<file path="src/rtl/mem_access.sv">
// Memory-access pipeline stage: runs a req/ack data-memory transaction for
// LOAD/STORE and passes the ALU result through for every other instruction.
// Misaligned accesses and unsupported funct3 encodings fault without touching
// memory.
module mem_access #(
    parameter int XLEN = 32
) (
    input  logic            clk,
    input  logic            rst_n,
    input  logic            halt,
    input  logic            taken_branch,
    input  logic            in_valid,
    output logic            in_ready,
    input  logic [XLEN-1:0] instruction_in,
    input  logic [XLEN-1:0] alu_in,
    input  logic [XLEN-1:0] rs2_in,
    output logic            mem_req,
    output logic            mem_we,
    output logic [XLEN-1:0] mem_addr,
    output logic [3:0]      mem_be,
    output logic [XLEN-1:0] mem_wdata,
    input  logic            mem_ack,
    input  logic [XLEN-1:0] mem_rdata,
    output logic            out_valid,
    output logic [XLEN-1:0] instruction_out,
    output logic [XLEN-1:0] result_out,
    output logic            fault_out
);

    localparam logic [6:0] OP_LOAD  = 7'b0000011;
    localparam logic [6:0] OP_STORE = 7'b0100011;

    typedef enum logic [1:0] {IDLE, ACCESS, RESP} state_t;

    state_t state, next_state;

    // Decode of the instruction currently offered by execute
    logic [6:0]      opcode;
    logic [2:0]      funct3;
    logic [1:0]      addr_lo;
    logic            is_load, is_store, is_mem;
    logic            legal_f3, misaligned, access_fault;
    logic            take;
    logic [3:0]      be_next;
    logic [XLEN-1:0] wdata_next;

    // Context of the outstanding memory access, needed when the ack arrives
    logic [XLEN-1:0] pend_instr;
    logic [XLEN-1:0] pend_alu;
    logic [2:0]      pend_f3;
    logic [1:0]      pend_off;
    logic            pend_store;
    logic [XLEN-1:0] lane;
    logic [XLEN-1:0] load_data;

    // Decode, fault detection and byte-lane steering for the incoming instruction
    always_comb begin
        opcode   = instruction_in[6:0];
        funct3   = instruction_in[14:12];
        addr_lo  = alu_in[1:0];
        is_load  = (opcode == OP_LOAD);
        is_store = (opcode == OP_STORE);
        is_mem   = is_load || is_store;

        legal_f3 = is_load  ? (funct3 inside {3'b000, 3'b001, 3'b010, 3'b100, 3'b101}) :
                   is_store ? (funct3 inside {3'b000, 3'b001, 3'b010}) : 1'b0;
        misaligned = ((funct3[1:0] == 2'b01) && addr_lo[0]) ||
                     ((funct3[1:0] == 2'b10) && (addr_lo != 2'b00));
        access_fault = is_mem && (!legal_f3 || misaligned);

        // NOTE: every combinational output gets a default first so no path can infer a latch.
        be_next    = 4'b1111;
        wdata_next = rs2_in;
        case (funct3[1:0])
            2'b00: begin
                be_next    = 4'b0001 << addr_lo;
                wdata_next = {4{rs2_in[7:0]}};
            end
            2'b01: begin
                be_next    = addr_lo[1] ? 4'b1100 : 4'b0011;
                wdata_next = {2{rs2_in[15:0]}};
            end
            default: ;
        endcase
    end

    // Next-state logic and state-derived handshake outputs
    always_comb begin
        next_state = state;
        in_ready   = 1'b0;
        mem_req    = 1'b0;
        take       = 1'b0;
        case (state)
            IDLE: begin
                in_ready = 1'b1;
                take     = in_valid && !halt && !taken_branch;
                if (take)
                    next_state = (is_mem && !access_fault) ? ACCESS : RESP;
            end
            ACCESS: begin
                mem_req = 1'b1;
                if (mem_ack)
                    next_state = IDLE;
            end
            RESP:    next_state = IDLE;
            default: next_state = IDLE;
        endcase
    end

    // State register
    always_ff @(posedge clk) begin
        // NOTE: sequential state uses non-blocking assignments so every register sees pre-edge values.
        if (!rst_n) state <= IDLE;
        else        state <= next_state;
    end

    // Align the returned word and apply sign/zero extension
    always_comb begin
        lane = mem_rdata >> {pend_off, 3'b000};
        case (pend_f3)
            3'b000:  load_data = {{(XLEN-8){lane[7]}},   lane[7:0]};
            3'b001:  load_data = {{(XLEN-16){lane[15]}}, lane[15:0]};
            3'b100:  load_data = {{(XLEN-8){1'b0}},      lane[7:0]};
            3'b101:  load_data = {{(XLEN-16){1'b0}},     lane[15:0]};
            default: load_data = lane;
        endcase
    end

    // Capture per-access context; only read after it has been written
    always_ff @(posedge clk) begin
        // NOTE: these context registers are always written before use, so they carry no reset.
        if (take && is_mem && !access_fault) begin
            pend_instr <= instruction_in;
            pend_alu   <= alu_in;
            pend_f3    <= funct3;
            pend_off   <= addr_lo;
            pend_store <= is_store;
        end
    end

    // Memory request fields and write-back result registers
    always_ff @(posedge clk) begin
        if (!rst_n) begin
            mem_we          <= 1'b0;
            mem_addr        <= '0;
            mem_be          <= 4'b0000;
            mem_wdata       <= '0;
            out_valid       <= 1'b0;
            instruction_out <= '0;
            result_out      <= '0;
            fault_out       <= 1'b0;
        end else begin
            out_valid <= 1'b0;
            if (take) begin
                if (is_mem && !access_fault) begin
                    mem_we    <= is_store;
                    mem_addr  <= {alu_in[XLEN-1:2], 2'b00};
                    mem_be    <= be_next;
                    mem_wdata <= wdata_next;
                end else begin
                    out_valid       <= 1'b1;
                    instruction_out <= instruction_in;
                    result_out      <= access_fault ? '0 : alu_in;
                    fault_out       <= access_fault;
                end
            end
            if (state == ACCESS && mem_ack) begin
                out_valid       <= 1'b1;
                instruction_out <= pend_instr;
                result_out      <= pend_store ? pend_alu : load_data;
                fault_out       <= 1'b0;
            end
        end
    end

endmodule

</file>
<file path="config.mk">
export PLATFORM = sky130hd
export DESIGN_NAME = mem_access
export DESIGN_NICKNAME = d
export VERILOG_FILES = /design/src/rtl/mem_access.sv
export SDC_FILE = /design/constraint.sdc
export NUM_CORES = 1
export LEC_CHECK = 0
export BUFFER_PORTS_ARGS = -buffer_cell sky130_fd_sc_hd__buf_2
export CAP_MARGIN = 20
export CORE_ASPECT_RATIO = 1.25
export CORE_MARGIN = 1
export CORE_UTILIZATION = 30
export CTS_CLUSTER_DIAMETER = 60
export CTS_CLUSTER_SIZE = 30
export DETAILED_ROUTE_END_ITERATION = 10
export GPL_TIMING_DRIVEN = 0
export HOLD_SLACK_MARGIN = 0.06
export PLACE_DENSITY = 0.61
export SETUP_SLACK_MARGIN = 0.3
export SYNTH_ARGS = -nofsm -noshare
export SYNTH_HDL_FRONTEND = slang
export SYNTH_SLANG_ARGS = --single-unit
</file>
<file path="constraint.sdc">
create_clock -name clk -period 3 [get_ports clk]
set_input_delay 0.3 -clock clk [delete_from_list [all_inputs] [get_ports clk]]
set_output_delay 0.3 -clock clk [all_outputs]
set_load 0.01 [all_outputs]
</file>
==> results of run 1 <==
-- final cells by class --
| class | count | area (sq um) | area share |
|---|---|---|---|
| Timing Repair Buffer | 305 | 1730 | 0.147 |
| Antenna cell | 3 | 7.51 | 0.000638 |
| Tap cell | 396 | 495 | 0.0421 |
| Inverter | 19 | 71.3 | 0.00606 |
| Multi-Input combinational cell | 618 | 3840 | 0.326 |
| Sequential cell | 200 | 4650 | 0.395 |
| Buffer | 76 | 398 | 0.0338 |
| Clock inverter | 13 | 106 | 0.00903 |
| Clock buffer | 19 | 464 | 0.0394 |
-- routing by layer --
| layer | part of all wire | GRT usage | up-vias | routed length [um] |
|---|---|---|---|---|
| met1 | 0.43 | 0.255 | 3953 | 13400 |
| met5 | 0.00038 | 0 | - | 12 |
| met3 | 0.040 | 0.0388 | 50 | 1270 |
| met4 | 0.030 | 0.0893 | 2 | 945 |
| li1 | - | - | 3916 | - |
| met2 | 0.50 | 0.358 | 257 | 15800 |
-- registers in the layout, summed over array words and instances, names as in the netlist --
name / cells
fault_out: 1
instruction_out: 32
mem_addr: 30
mem_be: 4
mem_wdata: 32
mem_we: 1
out_valid: 1
pend_alu: 32
pend_instr: 32
pend_store: 1
result_out: 32
state: 2
-- where the power goes --
part           switching [mW]  internal, mW
sequential             0.0231          2.83
clock                    1.13          1.16
combinational           0.309         0.226
-- cells in the mapped netlist (all sizes together) (2+ instances only) --
master   instances  share of area
o211ai          30          0.025
nand2b           5         0.0035
edfxtp          65           0.22
nor3             4         0.0035
nor4             3         0.0054
mux2i           35          0.039
o31ai            2         0.0022
nor2            73          0.031
and2             2         0.0014
nor2b            8         0.0056
dfxtp          135           0.30
or2              2         0.0014
a211o           11          0.011
a22oi            2         0.0017
a211oi          19          0.016
clkbuf          39          0.016
mux2             5         0.0063
o2111ai          2         0.0039
a21oi           77          0.049
nand3            6         0.0034
and3             4         0.0028
a31oi            8         0.0056
o21ai           51          0.028
a21o            16          0.022
inv             18         0.0075
buf             37          0.028
nand2          200          0.084
o221ai           7         0.0068
a311oi          34          0.056
a32oi            4         0.0039
-- path summary, 6_finish.rpt --
kind	from	to	slack (ns)
setup / recovery	state[0]	pend_alu[29]	0.64
hold / removal	alu_in[22]	pend_alu[22]	0.07
setup reg to reg	state[0]	pend_alu[29]	0.64
hold reg to reg	mem_wdata[6]	mem_wdata[6]	0.45
-- cells by family (layout without fill, tap and decap cells) --
family | Yosys count | in the layout | share of synthesized area
DFF | 200 | 200 | 0.520
buffers and inverters | 95 | 432 | 0.0521
and+or+nand+nor | 308 | 308 | 0.143
muxes | 41 | 41 | 0.0479
AOI/OAI and AO/OA | 267 | 267 | 0.237
other | 1 | 5 | 0.000419
-- stage by stage --
step | hold WS (ns) | cells
after floorplan | 0.399 | 913
after global placement | 0.436 | 1576
after detailed placement | 0.442 | 1577
after CTS | 0.0603 | 1645
after global routing | 0.0630 | 1649
final | 0.0745 | 1649
-- worst max-delay path: stages (launching register included) --
cell     delay (ns)
dfxtp_1        0.31
nor2_1         0.21
nand3_1        0.32
nor3_4         0.38
buf_4          0.48
buf_16         0.31
==> results.sh, run 1 <==
export IMPL_run_status="complete, no violations"
export IMPL_drc=0
export IMPL_total_power_mw=5.68
export IMPL_cp_required_ns=3.13
export IMPL_arrival_ns=2.50
export IMPL_setup_ws_ns=0.636
export IMPL_hpwlAfterDp_um=23800
export IMPL_ctsHoldBuffers=36
export IMPL_critPathLaunchType="register"
export IMPL_nets=1371
export IMPL_synth_ff_type="dfxtp_1"
export IMPL_ys_seq_area_frac=0.520
export IMPL_final_cell_mix="buf_2, nand2_1, dfxtp_1"
export IMPL_rsz0062_at_grt="false"
export IMPL_post_drt_wl_per_cell_um=19.1
export IMPL_final_common_cell="buf_2"
export IMPL_design_area_sq_um=11800
export IMPL_grt_remaining_overflow=0
export IMPL_fin_crit_ns=2.36
export IMPL_antenna_left=0
export IMPL_max_slew_margin_rel=0.401
export IMPL_critPathMaxFanout=45
export IMPL_cts_sinks=200
export IMPL_port_buffers=267
export IMPL_cts_resized_gates=0
export IMPL_die_w_um=157
export IMPL_cts_tree="done"
export IMPL_ys_types=53
export IMPL_skew_ns=0.0105
export IMPL_cts_path_max_buffers=2
export IMPL_gp_congestion=0.882
export IMPL_synth_async_reset_ratio=0
export IMPL_drive_above_1_share=0.322
export IMPL_cts_inserted_buffers=17
export IMPL_setup_violations_final=0
export IMPL_grt_pass1_wl_um=47700
export IMPL_period_share=0.788
export IMPL_fillers=2925
export IMPL_initial_core_util=0.305
export IMPL_synth_seq_cells=200
export IMPL_syn_inst=912
export IMPL_cts_root_buf="clkbuf_16"
export IMPL_pre_cts_slack_ns=0.294
export IMPL_drtPass1Iterations=5
export IMPL_syn_area_per_cell_sq_um=9.82
export IMPL_p_leak_nw=4.71
export IMPL_core_area_sq_um=29300
export IMPL_min_path_cells=1
export IMPL_die_h_um=195
export IMPL_rows=70
export IMPL_hold_violations=0
export IMPL_synth_enable_flop_cells=65
export IMPL_cts_setup_buffers=0
export IMPL_ioPinCount=271
export IMPL_maxCapViolations=0
export IMPL_vias=8178
export IMPL_setup_tns_ns=0
export IMPL_slew_viol_final=0
export IMPL_max_freq_mhz=423
export IMPL_clock_latency_ns=0.45
export IMPL_fin_util=0.401
export IMPL_yosys_warnings=0
export IMPL_track_usage=0.209
export IMPL_clk_pin_slew_ns=0.08
export IMPL_grt_max_degree=46
export IMPL_die_area_sq_um=30600
export IMPL_drt_initial_drc_count=461
export IMPL_worst_pin_slew_ns=0.895
export IMPL_reg2regPathDepth=5
export IMPL_end_kind="register"
export IMPL_powerDensity_nw_per_um2=483
export IMPL_drt_wl_total_um=31500
export IMPL_post_dp_cell_area_sq_um=10800
export IMPL_synthToLayoutAreaGrowth_pct=31.4
export IMPL_worstSetupPathType="reg -> reg"
export IMPL_h_tree_depth=4
export IMPL_first_global_vias=8067
export IMPL_ir_worst_vdd_mv=0.310
export IMPL_vias_per_cell=4.96
export IMPL_min_path_type="in -> reg"
export IMPL_antenna_found_initial=4
export IMPL_synth_area_sq_um=8960
Note: power is estimated with default switching activity, not from simulation.
==> run 2: changes to the inputs <==
--- a/config.mk
+++ b/config.mk
@@ -5,6 +5,7 @@
 export SDC_FILE = /design/constraint.sdc
 export NUM_CORES = 1
 export LEC_CHECK = 0
+export ABC_AREA = 1
 export BUFFER_PORTS_ARGS = -buffer_cell sky130_fd_sc_hd__buf_2
 export CAP_MARGIN = 20
 export CORE_ASPECT_RATIO = 1.25
@@ -15,7 +16,7 @@
 export DETAILED_ROUTE_END_ITERATION = 10
 export GPL_TIMING_DRIVEN = 0
 export HOLD_SLACK_MARGIN = 0.06
-export PLACE_DENSITY = 0.61
+export PLACE_DENSITY = 0.63
 export SETUP_SLACK_MARGIN = 0.3
 export SYNTH_ARGS = -nofsm -noshare
 export SYNTH_HDL_FRONTEND = slang
==> constraint.sdc (replaced) <==
create_clock -name clk -period 2 [get_ports clk]
set_input_delay 0.2 -clock clk [delete_from_list [all_inputs] [get_ports clk]]
set_output_delay 0.2 -clock clk [all_outputs]
set_load 0.01 [all_outputs]
==> run 2 against run 1 <==
Clock skew rose by 0.0076 ns. Hold slack improved by 0.020 ns. Wire length rose by 8.3%. Critical path depth rose by 3. Clock power rose by 59%. Register-to-register slack got worse by 0.27 ns. Sequential share of layout area fell by 4.2 points. Combinational power rose by 72%. Non-clock buffer count rose by 49. Design area rose by 12%. Critical path type unchanged. Critical endpoint is now result_out[21].
==> results.sh, run 2 <==
export IMPL_run_status="complete, no violations"
export IMPL_rrSetupSlack_ns=0.37
export IMPL_fin_crit_ns=1.63
export IMPL_syn_inst=1403
export IMPL_wl_met3_um=2180
export IMPL_comb_power_share=0.104
export IMPL_maxCapViolations=0
export IMPL_gp_congestion=0.892
export IMPL_drc=0
export IMPL_nets=1907
export IMPL_core_area_sq_um=31700
export IMPL_sw_frac_of_total=0.259
export IMPL_synth_ff_type="dfxtp_1"
export IMPL_p_seq_frac=0.485
export IMPL_internal_power_mw=6.55
export IMPL_yosys_area_top_type_share=0.280
export IMPL_rows=73
export IMPL_design_area_sq_um=13200
export IMPL_synth_top_cell_by_area="dfxtp_1"
export IMPL_hold_violations=0
export IMPL_ys_seq_area_frac=0.483
export IMPL_port_buffers=267
export IMPL_post_drt_wl_per_cell_um=15.5
export IMPL_track_usage=0.208
export IMPL_die_h_um=202
export IMPL_drt_initial_drc_count=632
export IMPL_yosys_warnings=0
export IMPL_synth_seq_cells=200
export IMPL_worst_pin_slew_ns=0.739
export IMPL_hpwlAfterDp_um=25600
export IMPL_die_area_sq_um=32900
export IMPL_drtPass1Iterations=5
export IMPL_grt_remaining_overflow=0
export IMPL_cts_sinks=200
export IMPL_rsz0062_at_grt="true"
export IMPL_antenna_found_initial=1
export IMPL_setup_ws_ns=0.371
export IMPL_worstSetupPathType="reg -> reg"
export IMPL_wl_met1_um=14200
export IMPL_vias_per_cell=4.49
export IMPL_critPathLaunchType="register"
export IMPL_powerDensity_nw_per_um2=672
export IMPL_syn_area_per_cell_sq_um=6.87
export IMPL_p_leak_nw=6.73
export IMPL_skew_ns=0.0182
export IMPL_grt_max_degree=38
export IMPL_dr_wl_met2_um=17000
export IMPL_antenna_left=0
export IMPL_ioPinCount=271
export IMPL_total_power_mw=8.84
export IMPL_cts_path_max_buffers=2
export IMPL_cts_root_buf="clkbuf_16"
export IMPL_grt_pass1_wl_um=51800
export IMPL_first_global_vias=9340
export IMPL_post_dp_cell_area_sq_um=11500
export IMPL_period_share=0.815
export IMPL_ys_top_cells_by_count="nand2_1, nor2_1, dfxtp_1"
export IMPL_synth_async_reset_ratio=0
export IMPL_initial_core_util=0.304
export IMPL_p_clk_frac=0.411
export IMPL_ir_worst_vdd_mv=0.388
export IMPL_max_freq_mhz=614
export IMPL_setup_violations_final=0
export IMPL_post_synth_top_count_cell="nand2_1"
export IMPL_h_tree_depth=4
export IMPL_final_cell_mix="nand2_1, buf_2, nor2_1"
export IMPL_synth_area_leaders="dfxtp_1, nand2_1, edfxtp_1"
export IMPL_cts_inserted_buffers=17
export IMPL_whs_ns=0.0947
export IMPL_vias=9873
export IMPL_arrival_ns=1.97
export IMPL_final_common_cell="nand2_1"
export IMPL_slew_viol_final=0
export IMPL_synth_area_sq_um=9640
export IMPL_clock_latency_ns=0.45
export IMPL_top_layer_used="met4"
export IMPL_pre_cts_slack_ns=-0.186
export IMPL_max_slew_margin_rel=0.508
export IMPL_drt_wl_total_um=34100
export IMPL_synth_enable_flop_cells=65
export IMPL_setup_tns_ns=0
export IMPL_power_switching_mw=2.29
export IMPL_drive_above_1_share=0.224
export IMPL_worst_path_buf_inv=2
export IMPL_cpPeakStageDelay_ns=0.47
export IMPL_critPathMaxFanout=9
export IMPL_path_cells="nand2_2, inv_1, a21oi_1, nand3_1, nand2_1, inv_1, nor2_1, nor2_1"
export IMPL_synthToLayoutAreaGrowth_pct=36.6
export IMPL_cp_required_ns=2.34
export IMPL_end_kind="register"
export IMPL_critPathSlowestCell="edfxtp_1"
export IMPL_cts_tree="done"
export IMPL_critPathTopFamily="simple AND/OR/NAND/NOR gates"
export IMPL_min_path_type="in -> reg"
export IMPL_clk_pin_slew_ns=0.08
export IMPL_ys_types=29
export IMPL_die_w_um=162
run 2: logic make-up after synthesis:
family / count (synthesis) / synth area share
other cells: 1 / 0.000389
mux: 6 / 0.00623
buf+inv: 205 / 0.0901
flops: 200 / 0.483
simple gates: 895 / 0.369
compound gates: 96 / 0.0517
run 2: path summary, 6_finish.rpt:
check / startpoint / endpoint / depth (start not counted)
worst min-delay path: rs2_in[19] / mem_wdata[19] / 5
worst max-delay path: pend_instr[13] / result_out[21] / 8
worst min register to register: fault_out / fault_out / 2
worst max register to register: pend_instr[13] / result_out[21] / 8
run 2: final cells by class:
| type | count | area [sq um] |
|---|---|---|
| repair buffers | 350 | 2170 |
| clock buffers | 18 | 429 |
| flip-flops and latches | 200 | 4660 |
| clock inverters | 14 | 183 |
| fillers | 3309 | 18500 |
| diodes | 2 | 5.00 |
| plain buffers | 80 | 519 |
| multi-input cells | 999 | 4210 |
| inverters | 125 | 479 |
| well taps | 412 | 515 |
run 2: power by group through the flow:
stage	Clock [mW]	Combinational, mW	Sequential [mW]
final	3.64	0.919	4.29
after global routing	3.87	1.02	4.30
after CTS	3.71	0.912	4.29
after detailed placement	0	0.786	4.38
after global placement	0	0.782	4.38
after floorplan	0	0.373	4.41
run 2: routing by layer:
| metal | vias to the layer above | GRT usage |
|---|---|---|
| met1 | 4479 | 0.248 |
| li1 | 5051 | - |
| met5 | - | 0 |
| met2 | 305 | 0.366 |
| met3 | 38 | 0.0441 |
| met4 | 0 | 0.0674 |
run 2: what timing repair did:
action | 4_1_cts | 5_1_grt
hold buffers | 73 | 0
pin swaps | 2 | 9
hold endpoints to repair | 103 | 0
buffers inserted | 3 | 5
gates cloned | 1 | 1
gates resized for setup | 25 | 71
setup endpoints to repair | 138 | 171
run 2: metrics by stage:
stage,util,cells
final,0.415,2200
after global routing,0.415,2199
after CTS,0.409,2192
after detailed placement,0.363,2083
after global placement,0.363,2083
after floorplan,-,1404
run 2: worst min-delay path: stages:
cell and delay [ns]:
buf_2 0.10, nand2_1 0.05, nand2_1 0.05, nand2_1 0.06, a21oi_1 0.05
==> run 3: changes to the inputs <==
--- a/config.mk
+++ b/config.mk
@@ -5,7 +5,7 @@
 export SDC_FILE = /design/constraint.sdc
 export NUM_CORES = 1
 export LEC_CHECK = 0
-export ABC_AREA = 1
+export ABC_AREA = 0
 export BUFFER_PORTS_ARGS = -buffer_cell sky130_fd_sc_hd__buf_2
 export CAP_MARGIN = 20
 export CORE_ASPECT_RATIO = 1.25
==> constraint.sdc (replaced) <==
create_clock -name clk -period 1.35 [get_ports clk]
set_input_delay 0.135 -clock clk [delete_from_list [all_inputs] [get_ports clk]]
set_output_delay 0.135 -clock clk [all_outputs]
set_load 0.01 [all_outputs]
==> run 3 against run 2 <==
The flow now finishes with violations (setup timing). Power is 51% higher. Wire length up 17%. Clock skew down 0.0069 ns. Sequential cell count did not move. Design area up 27%. First-iteration DRC count decreased by 30%. Sequential share of layout area fell by 6.6 points. Die area is 7.0% lower. Critical path depth is 1 lower. Clock power grew 41%. Largest cell class is now non-clock buffers.
==> results.sh, run 3 (same netlist as run 1, synthesis figures left out) <==
export IMPL_run_status="finished, violations left"
export IMPL_violations="setup timing"
export IMPL_gp_congestion=0.884
export IMPL_initial_core_util=0.305
export IMPL_max_freq_mhz=513
export IMPL_drt_wl_total_um=39900
export IMPL_die_w_um=157
export IMPL_h_tree_depth=4
export IMPL_antenna_found_initial=4
export IMPL_antenna_left=0
export IMPL_cts_sinks=200
export IMPL_hold_violations=0
export IMPL_die_area_sq_um=30600
export IMPL_setup_tns_ns=-74.98
export IMPL_skew_ns=0.0113
export IMPL_fin_crit_ns=1.95
export IMPL_multi_input_area_sq_um=4730
export IMPL_vias=9589
export IMPL_post_dp_cell_area_sq_um=11300
export IMPL_vias_per_cell=5.11
export IMPL_post_drt_wl_per_cell_um=21.3
export IMPL_synthToLayoutAreaGrowth_pct=86.9
export IMPL_fillers=2364
export IMPL_rows=70
export IMPL_cp_required_ns=1.68
export IMPL_period_share=1.44
export IMPL_powerDensity_nw_per_um2=797
export IMPL_grt_max_degree=19
export IMPL_core_area_sq_um=29300
export IMPL_setup_ws_ns=-0.598
export IMPL_die_h_um=195
export IMPL_total_power_mw=13.3
export IMPL_design_area_sq_um=16700
export IMPL_arrival_ns=2.28
export IMPL_min_path_type="in -> reg"
export IMPL_clk_pin_slew_ns=0.08
export IMPL_worstSetupPathType="reg -> reg"
export IMPL_cts_root_buf="clkbuf_16"
export IMPL_fin_util=0.571
export IMPL_rsz0062_at_grt="true"
export IMPL_drtPass1Iterations=5
export IMPL_max_slew_margin_rel=0.304
export IMPL_maxCapViolations=0
export IMPL_track_usage=0.253
export IMPL_nets=1596
export IMPL_clock_latency_ns=0.44
export IMPL_cts_inserted_buffers=17
export IMPL_ir_worst_vdd_mv=1.07
export IMPL_cts_path_max_buffers=2
export IMPL_drive_above_1_share=0.613
export IMPL_grt_pass1_wl_um=56800
export IMPL_first_global_vias=9625
export IMPL_grt_remaining_overflow=0
export IMPL_worst_pin_slew_ns=1.04
export IMPL_port_buffers=267
export IMPL_cts_tree="done"
export IMPL_drt_initial_drc_count=444
export IMPL_critPathLaunchType="register"
export IMPL_final_common_cell="buf_2"
export IMPL_end_kind="register"
export IMPL_p_leak_nw=6.68
export IMPL_ff_latch_area_sq_um=4820
export IMPL_dp_cells=1576
export IMPL_hpwlAfterDp_um=24200
export IMPL_drc=0
export IMPL_slew_viol_final=0
export IMPL_instances_no_fill=1876
export IMPL_setup_violations_final=201
export IMPL_critPathMaxFanout=10
export IMPL_final_cell_mix="buf_2, buf_6, nand2_1"
export IMPL_ioPinCount=271
## run 3: cell types whose count changed in the layout (fill, tap and decap cells not counted), moves of 83 or more
cell	change
inv_1	-100
nand3_1	-83
nand2_1	-446
buf_6	+137
dfxtp_2	+122
nor2_1	-165
dfxtp_1	-124
buf_2	-121
## run 3: worst paths after layout
| kind | endpoint | cells past startpoint | from | slack [ns] |
|---|---|---|---|---|
| worst min register to register | mem_addr[6] | 2 | mem_addr[6] | 0.46 |
| worst max register to register | result_out[29] | 7 | pend_alu[1] | -0.60 |
| worst max-delay path | result_out[29] | 7 | pend_alu[1] | -0.60 |
| worst min-delay path | mem_wdata[11] | 3 | rs2_in[11] | 0.07 |
## run 3: layout make-up
class	count	area share
Antenna cell	5	0.000747
Buffer	75	0.0457
Clock buffer	19	0.0277
Clock inverter	13	0.00650
Inverter	19	0.00456
Multi-Input combinational cell	618	0.283
Sequential cell	200	0.288
Tap cell	396	0.0296
Timing Repair Buffer	531	0.315
## run 3: worst max-delay path, cell delays in order (launching register included)
cell and delay (ns):
edfxtp_1 0.35, buf_6 0.12, mux4_2 0.51, o22a_1 0.25, a21oi_4 0.23, buf_8 0.20
a21o_4 0.13, a21oi_2 0.05
## run 3: per-layer routing
| metal | global-route usage | routed length (um) |
|---|---|---|
| met5 | 0 | 10 |
| met2 | 0.448 | 20400 |
| met4 | 0.141 | 2220 |
| met3 | 0.0546 | 2540 |
| met1 | 0.277 | 14800 |
## run 3: what timing repair did
item / in CTS / in global routing
pin swaps: 89 / 37
setup endpoints to repair: 332 / 332
hold buffers: 87 / 0
setup buffers: 93 / 47
gates cloned: 37 / 0
gates resized for setup: 308 / 261
endpoints found under the hold margin: 158 / 0
## run 3: power breakdown
| part | internal, mW | switching [mW] | total [mW] |
|---|---|---|---|
| logic | 0.944 | 0.902 | 1.85 |
| clock network | 2.57 | 2.55 | 5.12 |
| registers | 6.31 | 0.0688 | 6.38 |
| total | 9.82 | 3.52 | 13.3 |
## run 3: stage by stage
step	hold WS [ns]	worst slack, ns
6_report	0.0659	-0.598
3_5_place_dp	0.328	-1.01
4_1_cts	0.0604	-0.618
3_3_place_gp	0.328	-0.989
2_1_floorplan	0.234	-0.482
5_1_grt	0.0621	-0.645
